File: src/rtl/cnt_bcd_mod.sv
// Multi-digit BCD modulo counter with up/down count, sync clear and
// validated parallel load. co is combinational so stages can be cascaded.
module cnt_bcd_mod #(
  parameter int DIGITS = 2,
  parameter int MOD    = 60
) (
  input  logic                clk,
  input  logic                rst,
  input  logic                ci,
  input  logic                dn,
  input  logic                clr,
  input  logic                ld,
  input  logic [4*DIGITS-1:0] d,
  output logic [4*DIGITS-1:0] q,
  output logic                co,
  output logic                err
);

  localparam int W = 4 * DIGITS;

  function automatic logic [W-1:0] to_bcd(input int v);
    logic [W-1:0] b;
    int           r;
    b = '0;
    r = v;
    for (int i = 0; i < DIGITS; i++) begin
      b[4*i +: 4] = 4'(r % 10);
      r = r / 10;
    end
    return b;
  endfunction

  generate
    if (DIGITS < 1 || DIGITS > 4 || MOD < 2 || MOD > 10**DIGITS) begin : g_bad_param
      $error("cnt_bcd_mod: illegal DIGITS=%0d / MOD=%0d", DIGITS, MOD);
    end
  endgenerate

  // When the modulus spans every BCD code, any all-decimal load is in range
  // and the modulus itself cannot be represented, so the upper-bound compare
  // is skipped.
  localparam bit           FULL    = (MOD == 10**DIGITS);
  localparam logic [W-1:0] MAX_BCD = to_bcd(MOD - 1);
  localparam logic [W-1:0] MOD_BCD = FULL ? '0 : to_bcd(MOD);

  logic [W-1:0]      count_q, count_d;
  logic              err_q, err_d;
  logic [W-1:0]      inc_val, dec_val;
  logic [DIGITS-1:0] inc_c, dec_b, dig_ok;
  logic              at_max, at_zero, ld_ok;

  assign inc_c[0] = 1'b1;
  assign dec_b[0] = 1'b1;

  genvar gi;
  generate
    for (gi = 0; gi < DIGITS; gi++) begin : g_digit
      logic [3:0] dig;
      assign dig    = count_q[4*gi +: 4];
      assign inc_val[4*gi +: 4] = inc_c[gi] ? ((dig == 4'd9) ? 4'd0 : dig + 4'd1) : dig;
      assign dec_val[4*gi +: 4] = dec_b[gi] ? ((dig == 4'd0) ? 4'd9 : dig - 4'd1) : dig;
      assign dig_ok[gi] = (d[4*gi +: 4] <= 4'd9);
      if (gi < DIGITS - 1) begin : g_chain
        assign inc_c[gi+1] = inc_c[gi] & (dig == 4'd9);
        assign dec_b[gi+1] = dec_b[gi] & (dig == 4'd0);
      end
    end
  endgenerate

  assign at_max  = (count_q == MAX_BCD);
  assign at_zero = (count_q == '0);
  // With every digit decimal, packed BCD orders the same as its value.
  assign ld_ok   = (&dig_ok) && (FULL || (d < MOD_BCD));

  always_comb begin
    count_d = count_q;
    err_d   = 1'b0;
    if (clr) begin
      count_d = '0;
    end else if (ld) begin
      if (ld_ok) count_d = d;
      else       err_d   = 1'b1;
    end else if (ci) begin
      if (dn) count_d = at_zero ? MAX_BCD : dec_val;
      else    count_d = at_max  ? '0      : inc_val;
    end
  end

  always_ff @(posedge clk or negedge rst) begin
    if (!rst) begin
      count_q <= '0;
      err_q   <= 1'b0;
    end else begin
      count_q <= count_d;
      err_q   <= err_d;
    end
  end

  assign q   = count_q;
  assign err = err_q;
  assign co  = rst & ci & ~clr & ~ld & (dn ? at_zero : at_max);

endmodule

File: config.mk
export PLATFORM = sky130hd
export DESIGN_NAME = cnt_bcd_mod
export DESIGN_NICKNAME = d
export VERILOG_FILES = /design/src/rtl/cnt_bcd_mod.sv
export SDC_FILE = /design/constraint.sdc
export NUM_CORES = 1
export LEC_CHECK = 0
export ABC_AREA = 1
export CAP_MARGIN = 20
export CORE_MARGIN = 3
export CORE_UTILIZATION = 30
export DETAILED_ROUTE_END_ITERATION = 7
export SYNTH_ARGS = -nofsm -noshare
export SYNTH_HDL_FRONTEND = slang
export SYNTH_SLANG_ARGS = --single-unit
File: constraint.sdc
create_clock -name clk -period 1.8 [get_ports clk]
set_input_delay 0.18 -clock clk [delete_from_list [all_inputs] [get_ports clk]]
set_output_delay 0.18 -clock clk [all_outputs]
set_load 0.01 [all_outputs]
== Word-level counts from Yosys, hierarchy flattened ==
Index checks and enable logic that the tools add are counted.

* Bits in registers: 9
* Input bits: 14
* Output and inout bits: 10
* Word-level logic and storage cells: 47

* Add/sub/neg operators: 4
* Order comparisons: 3
* Equality and inequality tests: 5
* Multiplexer cells: 17
* Bitwise operators: 6
* Reduce and logical (&&, ||, !) cells: 9

{| class="wikitable"
|+ Operators with widths
! operator !! count
|-
| 8-bit two-way mux || 7
|-
| 4-bit two-way mux || 6
|-
| 4-bit by 1-bit adder with 4-bit output, second input constant || 2
|-
| 4-bit equality test, second input constant || 2
|-
| 8-bit by 7-bit equality test with 1-bit output, second input constant || 1
|-
| 4-bit less-or-equal comparator, second input constant || 2
|-
| 4-bit zero test || 2
|-
| 8-bit zero test || 1
|-
| 8-bit by 7-bit < comparator with 1-bit output, second input constant || 1
|-
| 4-bit by 1-bit subtractor with 4-bit output, second input constant || 2
|-
| 5-bit by 1-bit inequality test with 1-bit output, second input constant || 1
|-
| 5-bit nonzero test || 1
|-
| 1-bit AND || 4
|-
| 1-bit two-way mux || 4
|-
| 2-bit AND reduction || 2
|-
| 4-bit AND reduction || 1
|-
| 3-bit by 2-bit inequality test with 1-bit output, second input constant || 1
|-
| 3-bit nonzero test || 1
|-
| 1-bit NOT || 2
|-
| 1-bit logical AND || 1
|}

== Logic depth before layout (Yosys ltp) ==
Gate-level depths: netlist (run 1).

* Depth in word-level cells: 8
* Depth in mapped cells: 10
* Mapped depth without buffers: 10

== Worst setup path before layout (run 1) ==
No wires, ideal clock.

* Kind: reg2out
* From: reg count_q[1] (netlist: q[1])
* To: out co
* Arrival time: 1426 ps
* Required time: 1620 ps
* Slack: 194 ps
* Cell stages (with the launch flop): 8
* Path buffers: 0
* Path through: dfrtp_1 > inv_1 > ha_1 > nand2_1 > nor2_2 > nand4_1 > or2_0 > a21oi_1

* Longest elaborated chain between the ends: 3
* Elaborated cells between the ends (all ways): 4
* Classes of those cells: eq/ne (1); mux (1); bitwise (1); reduce/logical (1)

{| class="wikitable"
|+ Ends and longest elaborated chain
! item !! RTL line !! source
|-
| start: declaration || 46 || <nowiki>logic [W-1:0] count_q, count_d;</nowiki>
|-
| start signal: assignment || 94 || <nowiki>count_q <= count_d;</nowiki>
|-
| 8-bit by 7-bit equality test with 1-bit output or 8-bit zero test (tied branches) || 70, 71 ||
|-
| 1-bit two-way mux (*) || 101 || <nowiki>assign co = rst & ci & ~clr & ~ld & (dn ? at_zero : at_max);</nowiki>
|-
| 1-bit AND (*) || 101 ||
|-
| end: declaration || 15 || <nowiki>output logic co,</nowiki>
|}

Mark *: on every way between the ends. The rest lies on a longest branch, timed or not.

== Final worst setup path (run 1) ==
Ends and elaborated chain as after synthesis.

==> results of run 1 <==
## layout make-up
type | instances | area [µm²] | area share
clock buffer | 4 | 26.3 | 0.0195
timing repair buffer | 47 | 405 | 0.301
multi-input combinational | 113 | 589 | 0.437
tap | 31 | 38.8 | 0.0288
inverter | 17 | 63.8 | 0.0473
sequential | 9 | 225 | 0.167
## layout by cell type, fill, tap and decap left out, types with 2 or more instances in the layout
cell type	count
sky130_fd_sc_hd__ha_1	4
sky130_fd_sc_hd__or2_2	5
sky130_fd_sc_hd__inv_1	11
sky130_fd_sc_hd__buf_4	24
sky130_fd_sc_hd__nand3_1	15
sky130_fd_sc_hd__a21oi_1	6
sky130_fd_sc_hd__clkdlybuf4s50_1	22
sky130_fd_sc_hd__nand2_1	40
sky130_fd_sc_hd__o21ai_1	4
sky130_fd_sc_hd__clkbuf_4	3
sky130_fd_sc_hd__nor3_1	2
sky130_fd_sc_hd__dfrtp_1	9
sky130_fd_sc_hd__nand4_1	3
sky130_fd_sc_hd__o21ai_0	3
sky130_fd_sc_hd__inv_2	6
sky130_fd_sc_hd__nor2_1	15
sky130_fd_sc_hd__nand2_2	2
sky130_fd_sc_hd__nor2_2	3
## power by group through the flow
stage	Clock, mW	Combinational, mW	Sequential, mW
5_1_grt	0.179	0.555	0.260
3_3_place_gp	0	0.486	0.259
6_report	0.168	0.497	0.258
2_1_floorplan	0	0.225	0.290
4_1_cts	0.166	0.495	0.257
3_5_place_dp	0	0.493	0.260
## flip-flops by register name, indices dropped and copies added (netlist names)
signal  flops
q           8
err         1
## logic make-up (layout without fill, tap and decap cells)
group | count (synthesis) | count (layout) | synth area share
AO/OA/AOI/OAI | 16 | 16 | 0.0944
adder cells (fa/ha/maj) | 4 | 4 | 0.0563
buffers and inverters | 20 | 68 | 0.0873
flip-flops | 9 | 9 | 0.254
AND/OR/NAND/NOR | 93 | 93 | 0.508
## metal layers
| metal | track usage | share of wire | vias up |
|---|---|---|---|
| li1 | - | - | 553 |
| met1 | 0.201 | 0.48 | 481 |
| met2 | 0.248 | 0.46 | 30 |
| met3 | 0.0149 | 0.044 | 5 |
| met4 | 0.0867 | 0.018 | 0 |
| met5 | 0 | 0 | - |
## worst max-delay path by stage
stage | from | endpoint | slack (ns)
floorplan | q[1]$_DFFE_PN0P_ | co | 0.19
global placement | q[1]$_DFFE_PN0P_ | co | -0.08
detailed placement | q[1]$_DFFE_PN0P_ | co | -0.12
CTS | q[1]$_DFFE_PN0P_ | co | -0.005
global route | q[0]$_DFFE_PN0P_ | co | -0.12
finish | q[1]$_DFFE_PN0P_ | co | 0.02
## stage by stage
step	area (µm²)	hold slack [ns]	TNS, ns
2_1_floorplan	888	-0.116	0
3_3_place_gp	1320	0.541	-0.0755
3_5_place_dp	1320	0.550	-0.122
4_1_cts	1340	0.265	-0.00490
5_1_grt	1350	0.261	-0.115
6_report	1350	0.249	0
## repair_timing
action	CTS	global route
buffers inserted	0	1
hold buffers	0	0
endpoints found under the setup margin	1	1
gates resized for setup	4	3
pin swaps	0	0
==> results.txt, run 1 <==
----------------------------------------------------
[Placed design]
  Weighted congestion reported at the end of routability-driven placement ... 0.788
  DP Cell Count ... 216
  Pre-CTS setup slack ... -0.122 ns
  Half-perimeter wire length after detailed placement ... 2110 µm
  Count of buffers inserted at the top-level ports ... 23

[STA]
  Final critical-path setup slack ... 0.0190 ns
  Count of final setup violators ... 0
  Slew Viols, Final ... 0
  Slew HR ... 0.802
  Worst Clk Skew ... 0.000288 ns
  Actual transition at the worst max-transition pin ... 0.296 ns
  Final Hold Fails ... 0
  Final critical delay including setup and external delays ... 1.78 ns
  Setup repair after global routing missed its margin ... true
  Post-route clock period utilization ... 0.989
  Highest Clock Rate ... 561 MHz

[Synthesis]
  EDFF count, synth ... 0
  Cell count after synthesis ... 142
  Fraction of synthesized cell area taken by the top area cell type ... 0.254
  Post-synth net total ... 160
  Yosys top cell by area ... sky130_fd_sc_hd__dfrtp_1
  Sequential share of the synthesized area ... 0.254
  Most frequently used flop master after synthesis ... sky130_fd_sc_hd__dfrtp_1
  Post-synthesis instance area ... 888 µm²
  #FFs+latches synth ... 9
  Mean instance size in the synthesized netlist ... 6.26 µm²
  Warnings from Yosys ... 0
  Most frequent cells after synthesis ... sky130_fd_sc_hd__nand2_1, sky130_fd_sc_hd__nand3_1, sky130_fd_sc_hd__nor2_1, sky130_fd_sc_hd__inv_1, sky130_fd_sc_hd__dfrtp_1
  Asr flop ratio synth ... 1.00
  Cells taking the most area after synthesis ... sky130_fd_sc_hd__dfrtp_1, sky130_fd_sc_hd__nand2_1, sky130_fd_sc_hd__nand3_1, sky130_fd_sc_hd__nor2_1, sky130_fd_sc_hd__ha_1
  Synth cell types ... 27
  Most common cell in the synthesized netlist ... sky130_fd_sc_hd__nand2_1

[Finish]
  Number of nets in the finished design ... 209
  Number of diodes ... 0
  Layout cell share with drive strength beyond 1 ... 0.263
  Layout Area Growth over Synthesis ... 51.8%
  Post-route non-filler standard cell count ... 221
  Core Util, Final ... 0.485
  Fillers ... 272

[Clock network]
  Sink Count ... 9
  Longest Clk Path Bufs ... 2
  TritonCTS Buffers ... 3
  CTS tree ... yes
  Depth of the CTS H-tree ... 1
  CTS clock-pin slew for the worst setup and hold paths ... 0.06 ns
  Source-to-sink clock delay at the later pin of the worst-skew pair ... 0.27 ns
  CTS Root Cell ... sky130_fd_sc_hd__clkbuf_4

[Critical path]
  Path length in cells of the critical path ... 8
  Worst r2r src ... q[0]$_DFFE_PN0P_
  R2r setup slk ... 0.25 ns
  Cell count of the worst reg-to-reg path ... 9
  Arrival time at the worst endpoint ... 1.60 ns
  Slowest cell on the critical path ... sky130_fd_sc_hd__dfrtp_1
  Number of buffer and inverter stages on the critical path ... 2
  Gate family responsible for the most delay along the worst path ... simple AND/OR/NAND/NOR gates
  Slowest Stage Delay on Critical Path ... 0.38 ns
  Endpoint of the worst register-to-register path ... q[2]$_DFFE_PN0P_
  Worst setup path class ... flop to primary output
  WP data required ... 1.62 ns
  Critical Path Fanout Max ... 2
  Sort of element at the end of the critical path ... primary output
  Setup crit start kind ... flop
  Cell chain of the critical path ... inv_2 > ha_1 > nand2_1 > nor2_2 > nand4_1 > or2_1 > a21oi_2 > buf_2

[Power and ir drop]
  Net switching power of the design ... 365 µW
  Cell Pwr Density ... 684 nW/µm²
  Switch share ... 0.396
  Static power due to leakage ... 0.676 nW
  Clk network pwr share ... 0.182
  Maximum vdd drop ... 0.453 mV
  Total design power ... 923 µW
  Proportion of power drawn by combinational gates ... 0.539
  Total internal power ... 558 µW
  Share of total power in sequential cells ... 0.279

[Route]
  # DRC ... 0
  DR pass1 iterations ... 4
  Number of nets with antenna violations after routing ... 0
  Via count of the routed design ... 1069
  Initial DRC Count ... 26
  Average vias per placed instance ... 4.84
  Routed wire per std cell ... 11.6 µm
  DRT Wirelength ... 2560 µm

[Status]
  Result of the run ... complete, no violations

[Global route]
  All-Layer GR Usage ... 0.154
  Grt total ovfl ... 0
  Global-route wire length before repair ... 4220 µm
  Number of global-route vias before repair ... 1003
  Pin count of the biggest net entering global routing ... 11
  Number of antenna violations at the first check in global routing ... 0

[Die]
  Total Die Area ... 3650 µm²
  Initial cell density of the core ... 0.319
  IO Count ... 24
  Y dimension of the die ... 60.4 µm
  Floorplan die width ... 60.4 µm
  Core area ... 2780 µm²
  Row Count ... 19

[Job]
  Number of maximum-capacitance violations ... 0

[Min path]
  Class of the tightest hold or removal check ... primary input to async pin

----------------------------------------------------
Power figures use the tool's default switching activity.
==> inputs of run 2 (changes only) <==
--- a/config.mk
+++ b/config.mk
@@ -10,6 +10,7 @@
 export CORE_MARGIN = 3
 export CORE_UTILIZATION = 30
 export DETAILED_ROUTE_END_ITERATION = 7
+export SETUP_SLACK_MARGIN = 0.5
 export SYNTH_ARGS = -nofsm -noshare
 export SYNTH_HDL_FRONTEND = slang
 export SYNTH_SLANG_ARGS = --single-unit
==> results.txt, run 2 (synthesis results as in run 1) <==
----------------------------------------------------
[Critical path]
  Slowest Stage Delay on Critical Path ... 0.42 ns (+0.04 ns)
  Gate family responsible for the most delay along the worst path ... simple AND/OR/NAND/NOR gates
  WP data required ... 1.62 ns (about the same)
  Worst setup path class ... flop to primary output
  Number of buffer and inverter stages on the critical path ... 2 (unchanged)
  Cell chain of the critical path ... inv_2 > ha_4 > nand2_4 > nor2_4 > nand4_1 > or2_0 > a21oi_2 > buf_2
  Slowest cell on the critical path ... sky130_fd_sc_hd__dfrtp_2
  Setup crit start kind ... flop
  Sort of element at the end of the critical path ... primary output
  Arrival time at the worst endpoint ... 1.64 ns (+0.04 ns)
  Critical Path Fanout Max ... 2 (unchanged)

[Die]
  Total Die Area ... 3650 µm² (unchanged)
  Core area ... 2780 µm² (unchanged)
  Floorplan die width ... 60.4 µm (unchanged)
  Row Count ... 19 (unchanged)
  Initial cell density of the core ... 0.319 (unchanged)
  Y dimension of the die ... 60.4 µm (unchanged)
  IO Count ... 24 (unchanged)

[Clock network]
  Source-to-sink clock delay at the later pin of the worst-skew pair ... 0.27 ns (about the same)
  CTS tree ... yes
  Depth of the CTS H-tree ... 1 (unchanged)
  CTS Root Cell ... sky130_fd_sc_hd__clkbuf_4
  Sink Count ... 9 (unchanged)
  Longest Clk Path Bufs ... 2 (unchanged)
  TritonCTS Buffers ... 3 (unchanged)
  CTS clock-pin slew for the worst setup and hold paths ... 0.07 ns (about the same)

[Route]
  Initial DRC Count ... 54 (+110%)
  Routed wire per std cell ... 13.0 µm (+12%)
  Average vias per placed instance ... 5.04 (+4.1%)
  DRT Wirelength ... 2920 µm (+14%)
  Via count of the routed design ... 1133 (+6.0%)
  DR pass1 iterations ... 4 (unchanged)
  # DRC ... 0 (unchanged)
  Number of nets with antenna violations after routing ... 0 (unchanged)

[STA]
  Slew HR ... 0.817 (+0.0148)
  Actual transition at the worst max-transition pin ... 0.274 ns (-0.0221 ns)
  Final Hold Fails ... 0 (unchanged)
  Final critical-path setup slack ... -0.0226 ns (-0.0415 ns)
  Slew Viols, Final ... 0 (unchanged)
  Final critical delay including setup and external delays ... 1.82 ns (+0.0415 ns)
  Setup TNS Final ... -0.0226 ns (-0.0226 ns)
  Worst Clk Skew ... 0.00203 ns (+0.00174 ns)
  Post-route clock period utilization ... 1.01 (+0.0231)
  Highest Clock Rate ... 549 MHz (-2.3%)
  Setup repair after global routing missed its margin ... true
  Count of final setup violators ... 1 (+1)
  Min Hold Slack ... 0.278 ns (+0.0296 ns)

[Job]
  Number of maximum-capacitance violations ... 0 (unchanged)

[Global route]
  Number of antenna violations at the first check in global routing ... 0 (unchanged)
  Number of global-route vias before repair ... 1035 (+3.2%)
  All-Layer GR Usage ... 0.160 (+0.00640)
  Grt total ovfl ... 0 (unchanged)
  Pin count of the biggest net entering global routing ... 11 (unchanged)
  Global-route wire length before repair ... 4400 µm (+4.3%)

[Power and ir drop]
  Static power due to leakage ... 0.733 nW (+8.4%)
  Cell Pwr Density ... 663 nW/µm² (-3.0%)
  Maximum vdd drop ... 0.359 mV (-21%)

[Finish]
  Post-route non-filler standard cell count ... 225 (+1.8%)
  Layout Area Growth over Synthesis ... 72.0%
  Layout cell share with drive strength beyond 1 ... 0.402 (+0.139)
  Max reg flops ... 8 (unchanged)
  Leading cell types in the layout, fill and taps excluded ... sky130_fd_sc_hd__nand2_1, sky130_fd_sc_hd__buf_4, sky130_fd_sc_hd__clkdlybuf4s50_1
  Number of diodes ... 0 (unchanged)
  Number of nets in the finished design ... 213 (+1.9%)
  Commonest non-fill, non-tap cell in the layout ... sky130_fd_sc_hd__nand2_1

[Placed design]
  Count of buffers inserted at the top-level ports ... 23 (unchanged)
  Weighted congestion reported at the end of routability-driven placement ... 0.862 (+9.4%)
  Half-perimeter wire length after detailed placement ... 2190 µm (+4.0%)
  Pre-CTS setup slack ... -0.132 ns (-0.00990 ns)
  DP Cell Count ... 218 (+0.93%)

[Status]
  Result of the run ... finished with violations
  Failing checks ... negative setup slack

[Min path]
  Class of the tightest hold or removal check ... primary input to async pin

----------------------------------------------------
run 2: cell types whose count changed in the layout (fill, tap and decap cells not counted), sizes merged:
| cell | change |
|---|---|
| buf | +4 |
| dlygate4sd2 | +2 |
| clkdlybuf4s15 | +5 |
| clkdlybuf4s50 | -9 |
| clkbuf | +2 |
run 2: metrics by stage:
stage                util  instance area, µm²  power [mW]
floorplan               -                 925       0.532
global placement    0.492                1370       0.783
detailed placement  0.492                1370       0.790
CTS                 0.523                1460       0.979
global route        0.549                1530        1.09
finish              0.549                1530        1.01
run 2: what timing repair did:
action | 4_1_cts | 5_1_grt
resized for setup | 29 | 20
hold buffers | 0 | 0
buffers inserted | 1 | 2
pin swaps | 5 | 9
endpoints found under the setup margin | 18 | 14
run 2: power breakdown:
group	switching, mW	total [mW]	leakage [nW]	internal, mW
combinational	0.309	0.582	0.607	0.273
clock	0.0814	0.167	0.0150	0.0858
sequential	0.0300	0.265	0.111	0.235
run 2: final timing paths:
| kind | start | end | slack, ns | cells past startpoint |
|---|---|---|---|---|
| setup reg to reg | q[1]$_DFFE_PN0P_ | q[5]$_DFFE_PN0P_ | 0.14 | 12 |
| max in group asynchronous | rst | q[2]$_DFFE_PN0P_ | 1.37 | 2 |
| hold reg to reg | q[7]$_DFFE_PN0P_ | q[7]$_DFFE_PN0P_ | 0.61 | 3 |
| hold / removal | rst | q[1]$_DFFE_PN0P_ | 0.28 | 2 |
| setup / recovery | q[1]$_DFFE_PN0P_ | co | -0.02 | 8 |
| min in group clk | d[0] | q[0]$_DFFE_PN0P_ | 0.61 | 5 |
run 2: layer usage:
layer | part of all wire | global-route usage | up-vias
li1 | - | - | 563
met1 | 0.42 | 0.195 | 532
met2 | 0.52 | 0.276 | 32
met3 | 0.051 | 0.0319 | 6
met4 | 0.013 | 0.0650 | 0
met5 | 0 | 0 | -
run 2: area by class of cell:
| type | instances | area, µm² |
|---|---|---|
| well taps | 31 | 38.8 |
| clock buffers | 4 | 26.3 |
| repair buffers | 51 | 434 |
| multi-input cells | 113 | 736 |
| fillers | 257 | 1250 |
| inverters | 17 | 63.8 |
| flip-flops and latches | 9 | 229 |
